**config.mk**
```make
export PLATFORM = sky130hd
export DESIGN_NAME = intercpu_sb_write_arb
export DESIGN_NICKNAME = d
export VERILOG_FILES = /design/src/rtl/intercpu_sb_write_arb.sv
export SDC_FILE = /design/constraint.sdc
export NUM_CORES = 1
export LEC_CHECK = 0
export ABC_AREA = 1
export CAP_MARGIN = 20
export CORE_AREA = 2 2 425 427
export CTS_BUF_LIST = sky130_fd_sc_hd__clkbuf_2 sky130_fd_sc_hd__clkbuf_4 sky130_fd_sc_hd__clkbuf_8
export DETAILED_ROUTE_END_ITERATION = 8
export DIE_AREA = 0 0 427 429
export PLACE_DENSITY = 0.49
export SYNTH_ARGS = -nofsm -noshare
export SYNTH_HDL_FRONTEND = slang
export SYNTH_SLANG_ARGS = --single-unit
export TNS_END_PERCENT = 30
```
**constraint.sdc**
```tcl
create_clock -name clk -period 38.4 [get_ports clk]
set_clock_uncertainty 0.1 [all_clocks]
set_input_delay 7.68 -clock clk [delete_from_list [all_inputs] [get_ports clk]]
set_output_delay 7.68 -clock clk [all_outputs]
set_load 0.01 [all_outputs]
```
**src/rtl/intercpu_sb_write_arb.sv**
```systemverilog
// rtl/intercpu_sb_write_arb.sv - shared-B register clusters with a round-robin single write port
// Up to four CPUs request "SBj <- Ai"; one winner per clock, results visible the next cycle.
module intercpu_sb_write_arb #(
  parameter int NCPU   = 2,
  parameter int NCLUST = 5
) (
  input  logic         clk,
  input  logic         rst,
  input  logic [3:0]   i_req,
  input  logic [11:0]  i_cln,
  input  logic [11:0]  i_j,
  input  logic [95:0]  i_ai,
  output logic [3:0]   o_ack,
  output logic [191:0] o_sb_1,
  output logic [191:0] o_sb_2,
  output logic [191:0] o_sb_3,
  output logic [191:0] o_sb_4,
  output logic [191:0] o_sb_5,
  output logic         o_busy
);

  logic [23:0]  r_sb [0:4][0:7];
  logic [1:0]   r_ptr;
  logic [3:0]   w_elig;
  logic [2:0]   w_cnt;
  logic         w_found;
  logic [1:0]   w_win;
  logic [2:0]   w_cln;
  logic [2:0]   w_j;
  logic [23:0]  w_ai;
  logic         w_cln_ok;
  logic [2:0]   w_cidx;
  logic [191:0] w_flat [0:4];
  int           v_idx;

  // A lane still showing its ack is masked so a held request is not written twice.
  for (genvar gk = 0; gk < 4; gk++) begin : g_elig
    assign w_elig[gk] = (gk < NCPU) && i_req[gk] && !o_ack[gk];
  end

  always_comb begin
    w_cnt = '0;
    for (int k = 0; k < 4; k++) w_cnt = w_cnt + {2'b00, w_elig[k]};
  end

  assign o_busy = (w_cnt >= 3'd2);

  always_comb begin
    w_found = 1'b0;
    w_win   = 2'd0;
    v_idx   = 0;
    for (int off = 0; off < NCPU; off++) begin
      v_idx = int'(r_ptr) + off;
      if (v_idx >= NCPU) v_idx = v_idx - NCPU;
      if (!w_found && w_elig[v_idx[1:0]]) begin
        w_found = 1'b1;
        w_win   = v_idx[1:0];
      end
    end
  end

  always_comb begin
    w_cln = i_cln[2:0];
    w_j   = i_j[2:0];
    w_ai  = i_ai[23:0];
    for (int k = 1; k < 4; k++) begin
      if (w_win == 2'(k)) begin
        w_cln = i_cln[3*k +: 3];
        w_j   = i_j[3*k +: 3];
        w_ai  = i_ai[24*k +: 24];
      end
    end
  end

  assign w_cln_ok = (w_cln != 3'd0) && (int'(w_cln) <= NCLUST);
  assign w_cidx   = w_cln - 3'd1;

  always_ff @(posedge clk or posedge rst) begin
    if (rst) begin
      for (int c = 0; c < 5; c++)
        for (int j = 0; j < 8; j++)
          r_sb[c][j] <= '0;
      o_ack <= '0;
      r_ptr <= '0;
    end else begin
      o_ack <= '0;
      if (w_found) begin
        o_ack[w_win] <= 1'b1;
        r_ptr        <= (int'(w_win) + 1 >= NCPU) ? 2'd0 : w_win + 2'd1;
        if (w_cln_ok) r_sb[w_cidx][w_j] <= w_ai;
      end
    end
  end

  always_comb begin
    w_flat = '{default: '0};
    for (int c = 0; c < 5; c++)
      for (int j = 0; j < 8; j++)
        w_flat[c][24*j +: 24] = (c < NCLUST) ? r_sb[c][j] : 24'd0;
  end

  assign o_sb_1 = w_flat[0];
  assign o_sb_2 = w_flat[1];
  assign o_sb_3 = w_flat[2];
  assign o_sb_4 = w_flat[3];
  assign o_sb_5 = w_flat[4];

endmodule

```
* Word level (Yosys, flattened, before mapping)
Cells that the tools add are included.
** Cells by class
- Add/sub/neg operators :: 7
- $lt $le $gt $ge :: 13
- Eq/ne operators :: 3
- Multiplexer cells :: 28
- Bitwise operators :: 2
- Reductions and logical operators :: 12
** Operators by type and width (number)
- 960-bit bitwise mux :: 1
- 192-bit demux with 3-bit select :: 1
- 192-bit two-way mux :: 1
- 24-bit two-way mux :: 4
- 24-bit demux with 3-bit select :: 1
- 3-bit two-way mux :: 6
- 2-bit two-way mux :: 5
- 2-bit by 3-bit less-than comparator with 1-bit output (second input constant) :: 3
- 4-bit >= comparator (second input constant) :: 2
- 4-bit by 1-bit less-than comparator with 1-bit output (second input constant) :: 2
- 3-bit inverter with 4-bit output :: 2
- 1-bit logical AND :: 7
- 2-bit by 1-bit adder with 3-bit output (second input constant) :: 2
- 3-bit by 2-bit >= comparator with 1-bit output (second input constant) :: 2
- 1-bit two-way mux :: 5
- 1-bit binary-select mux with 2-bit select :: 2
- 2-bit equality test (second input constant) :: 2
- 2-bit >= comparator (second input constant) :: 2
- 4-bit two-way mux :: 1
- 2-bit subtractor (second input constant) :: 2
- 3-bit <= comparator (second input constant) :: 1
- 1-bit zero test :: 3
- 3-bit nonzero test :: 1
- 3-bit by 1-bit subtractor with 3-bit output (second input constant) :: 1
- 6 further kinds :: 6
** Storage, ports and cells
- Bits in registers :: 966
- Input bits :: 126
- Output and inout bits :: 965
- Word-level logic and storage cells :: 107

* Logic depth before layout (Yosys ltp)
- Depth in word-level cells :: 20
- Mapped depth :: 16
- Mapped depth without buffers :: 14

* Worst setup path after synthesis
No wires, ideal clock.
- Kind :: input-to-output
- From :: input i_req[1]
- To :: output o_busy
- Data arrival time :: 8063 ps
- Required time :: 30620 ps
- Slack :: 22557 ps
- Stages :: 4
- Path buffers :: 0
- Cell sequence :: inv_2 -> nor2_4 -> inv_1 -> nor2_1
** On the way
- Longest elaborated chain between the ends :: 3
** RTL lines
- start, declared :: RTL line 9 : input logic [3:0] i_req,
- 1-bit logical AND :: RTL line 38 : assign w_elig[gk] = (gk < NCPU) && i_req[gk] && !o_ack[gk];
- 1-bit by 1-bit adder with 2-bit output :: RTL line 43 : for (int k = 0; k < 4; k++) w_cnt = w_cnt + {2'b00, w_elig[k]};
- 2-bit >= comparator :: RTL line 46 : assign o_busy = (w_cnt >= 3'd2);
- end, declared :: RTL line 19 : output logic o_busy
No other way between the ends.

* Final worst setup path
Same ends and word-level chain as after synthesis.

==> flow_summary.json <==
{
  "status": "completed",
  "synthTopCellsByCount": "2012 x nand2_1, 966 x dfrtp_1, 960 x nand4_1",
  "arrival_ps": 9140,
  "synth_area_per_cell_um2": 9.01,
  "vias_per_cell": 4.90,
  "netlist.area_leader.share": 0.588,
  "cts_root_buf": "clkbuf_8",
  "drtPass1Iterations": 7,
  "synth_top_area_cell": "dfrtp_1",
  "crit_type": "in -> out",
  "max_slew.worst_pin.slew_ps": 1210,
  "yosys.cell_count.top_type": "nand2_1",
  "die_h_um": 429,
  "finalNetCount": 5506,
  "endpoint_kind": "output port",
  "holdBufCountCts": 0,
  "crit_top_cell": "clkdlybuf4s50_1",
  "synth_flop_cell": "dfrtp_1",
  "grt_use_total": 0.222,
  "nFillCells": 18700,
  "path_buf_inv": 4,
  "cp-startpoint": "i_req[1]",
  "synth_area_leaders": "dfrtp_1 59%, nand2_1 18%, nand4_1 15%",
  "finalHoldViolCount": 0,
  "final_antenna_net_count": 0,
  "gr-total-overflow": 0,
  "async_reset_ff_frac": 1.00,
  "synth-seq-cells": 966,
  "grt_antenna_before_repair": 10,
  "crit_chain": "clkdlybuf4s50_1, inv_2, nor2_4, inv_1, nor2_1, clkdlybuf4s50_1",
  "initial_core_util": 0.231,
  "relSlewSlack": 0.194,
  "synth_edf_count": 0,
  "place.gp.congestion": 0.838,
  "maxCapViolCount": 0,
  "worstHoldStart": "o_sb_2[117]$_DFFE_PP0P_",
  "cp-start-kind": "input pin",
  "postCtsSetupBuffers": 0,
  "cts_buffer_depth": 3,
  "io_buffers": 1028,
  "route.detailed.drc": 0,
  "die_area_mm2": 0.183,
  "finalSetupTns_ps": 0,
  "grt_pass1_wl_mm": 293,
  "wl_mm": 210,
  "ys_seq_area_frac": 0.588,
  "crit_fanout": 7,
  "vias": 38500,
  "area.growth.synth_to_final_pct": 38.6,
  "detailedRoute.firstIterationViolations": 3529,
  "clkSlewWorstSetupHoldPaths_ps": 60,
  "insertion_delay_ps": 950,
  "rsz0062_at_grt": "no",
  "p_per_area_mw_per_mm2": 68.2,
  "cp_top_family": "buffers and inverters",
  "peakVddDrop_mv": 0.0350,
  "r2r-start": "o_ack[0]$_DFF_PP0_",
  "syn_inst": 4560,
  "io_pins": 1091,
  "clock-sinks": 966,
  "core-area_mm2": 0.178,
  "drive_gt1_frac": 0.0967,
  "row_count": 155,
  "cts_resized": 0,
  "cts_htree_levels": 4,
  "die_w_um": 427,
  "worstPathRequired_ps": 30620,
  "min_period_over_period": 0.441,
  "slowest_stage": "clkdlybuf4s50_1",
  "synth_area_mm2": 0.0411,
  "grt_pass1_vias": 37100,
  "cts_buffers": 179,
  "synth.distinct_cells": 26,
  "whs_ps": 366,
  "ys_warn_count": 0,
  "hold_class": "reg -> reg",
  "slew_viol_final": 0,
  "grt_max_degree": 207,
  "setup_viol": 0,
  "dp_hpwl_mm": 127,
  "wl_per_cell_um": 26.7,
  "max_stage_delay_ps": 570,
  "leakagePower_uw": 0.0278,
  "tritoncts": "built",
  "finalCriticalPeriod_ps": 16920,
  "max_freq_mhz": 59.1
}
[layout make-up]
| cell class | instances | area [um^2] | share of cell area |
|---|---|---|---|
| Antenna cell | 6 | 15.0 | 0.000264 |
| Clock buffer | 281 | 3500 | 0.0615 |
| Clock inverter | 24 | 299 | 0.00525 |
| Inverter | 19 | 81.3 | 0.00143 |
| Multi-Input combinational cell | 3093 | 14900 | 0.261 |
| Sequential cell | 966 | 24200 | 0.424 |
| Tap cell | 2355 | 2950 | 0.0517 |
| Timing Repair Buffer | 1119 | 11100 | 0.194 |
[metrics by stage]
| step | util | setup slack, ps | total power, uW | area [um^2] | instances |
|---|---|---|---|---|---|
| final | 0.320 | 21480 | 3890 | 57000 | 7863 |
| after global routing | 0.320 | 21410 | 4060 | 57000 | 7861 |
| after CTS | 0.320 | 21470 | 3920 | 56900 | 7855 |
| after detailed placement | 0.298 | 21470 | 2830 | 53100 | 7550 |
| after global placement | 0.298 | 21490 | 2820 | 53100 | 7549 |
| after floorplan | - | 3450 | 1960 | 41100 | 4561 |
[report_power, final]
| part | switching, uW | internal [uW] |
|---|---|---|
| logic | 837 | 550 |
| registers | 149 | 1270 |
| clock network | 473 | 603 |
[tightest hold or removal path: cells and delay by family, from the launching register on]
kind             cells  cell delay (ps)
DFF                  1              340
and+or+nand+nor      2               90
[layer usage]
layer | track usage | part of all wire | up-vias
li1 | - | - | 17100
met1 | 0.265 | 0.39 | 19500
met2 | 0.376 | 0.50 | 1523
met3 | 0.0525 | 0.069 | 375
met4 | 0.0974 | 0.047 | 2
met5 | 0 | 0.000057 | -
[sequential cells by signal, indices dropped and copies added (netlist names)]
| name | cells |
|---|---|
| o_sb_1 | 192 |
| o_sb_2 | 192 |
| o_sb_3 | 192 |
| o_sb_4 | 192 |
| o_sb_5 | 192 |
| o_ack | 4 |
| r_ptr | 2 |
[layout by cell type, fill, tap and decap left out, drive strengths merged, types with 4 or more instances in the layout]
master / Yosys / final
nand2: 2021 / 2021
clkdlybuf4s50: 0 / 1028
dfrtp: 966 / 966
nand4: 960 / 960
clkbuf: 201 / 281
buf: 282 / 91
nand3: 57 / 57
nor2: 44 / 44
inv: 19 / 22
clkinv: 0 / 13
diode: 0 / 6
clkinvlp: 0 / 4
bufinv: 0 / 4
o21ai: 4 / 4
[worst paths after layout]
check                                          end  slack (ps)  depth (start not counted)
setup reg to reg            o_sb_2[71]$_DFFE_PP0P_       32050                         16
hold / removal             o_sb_2[117]$_DFFE_PP0P_         370                          2
max in group asynchronous   o_sb_3[74]$_DFFE_PP0P_       24890                          9
hold reg to reg            o_sb_2[117]$_DFFE_PP0P_         370                          2
min in group asynchronous  o_sb_2[105]$_DFFE_PP0P_        7210                          2
setup / recovery                            o_busy       21480                          6
[kinds of logic (layout without fill, tap and decap cells)]
kind of cell,Yosys count,count (layout),share of synthesized area
flip-flops,966,966,0.588
buffers and inverters,502,1443,0.0553
AO/OA/AOI/OAI,5,5,0.00113
adder cells (fa/ha/maj),2,2,0.000609
AND/OR/NAND/NOR,3084,3084,0.355
other,1,8,0.0000912
(Power assumes the default switching activity.)
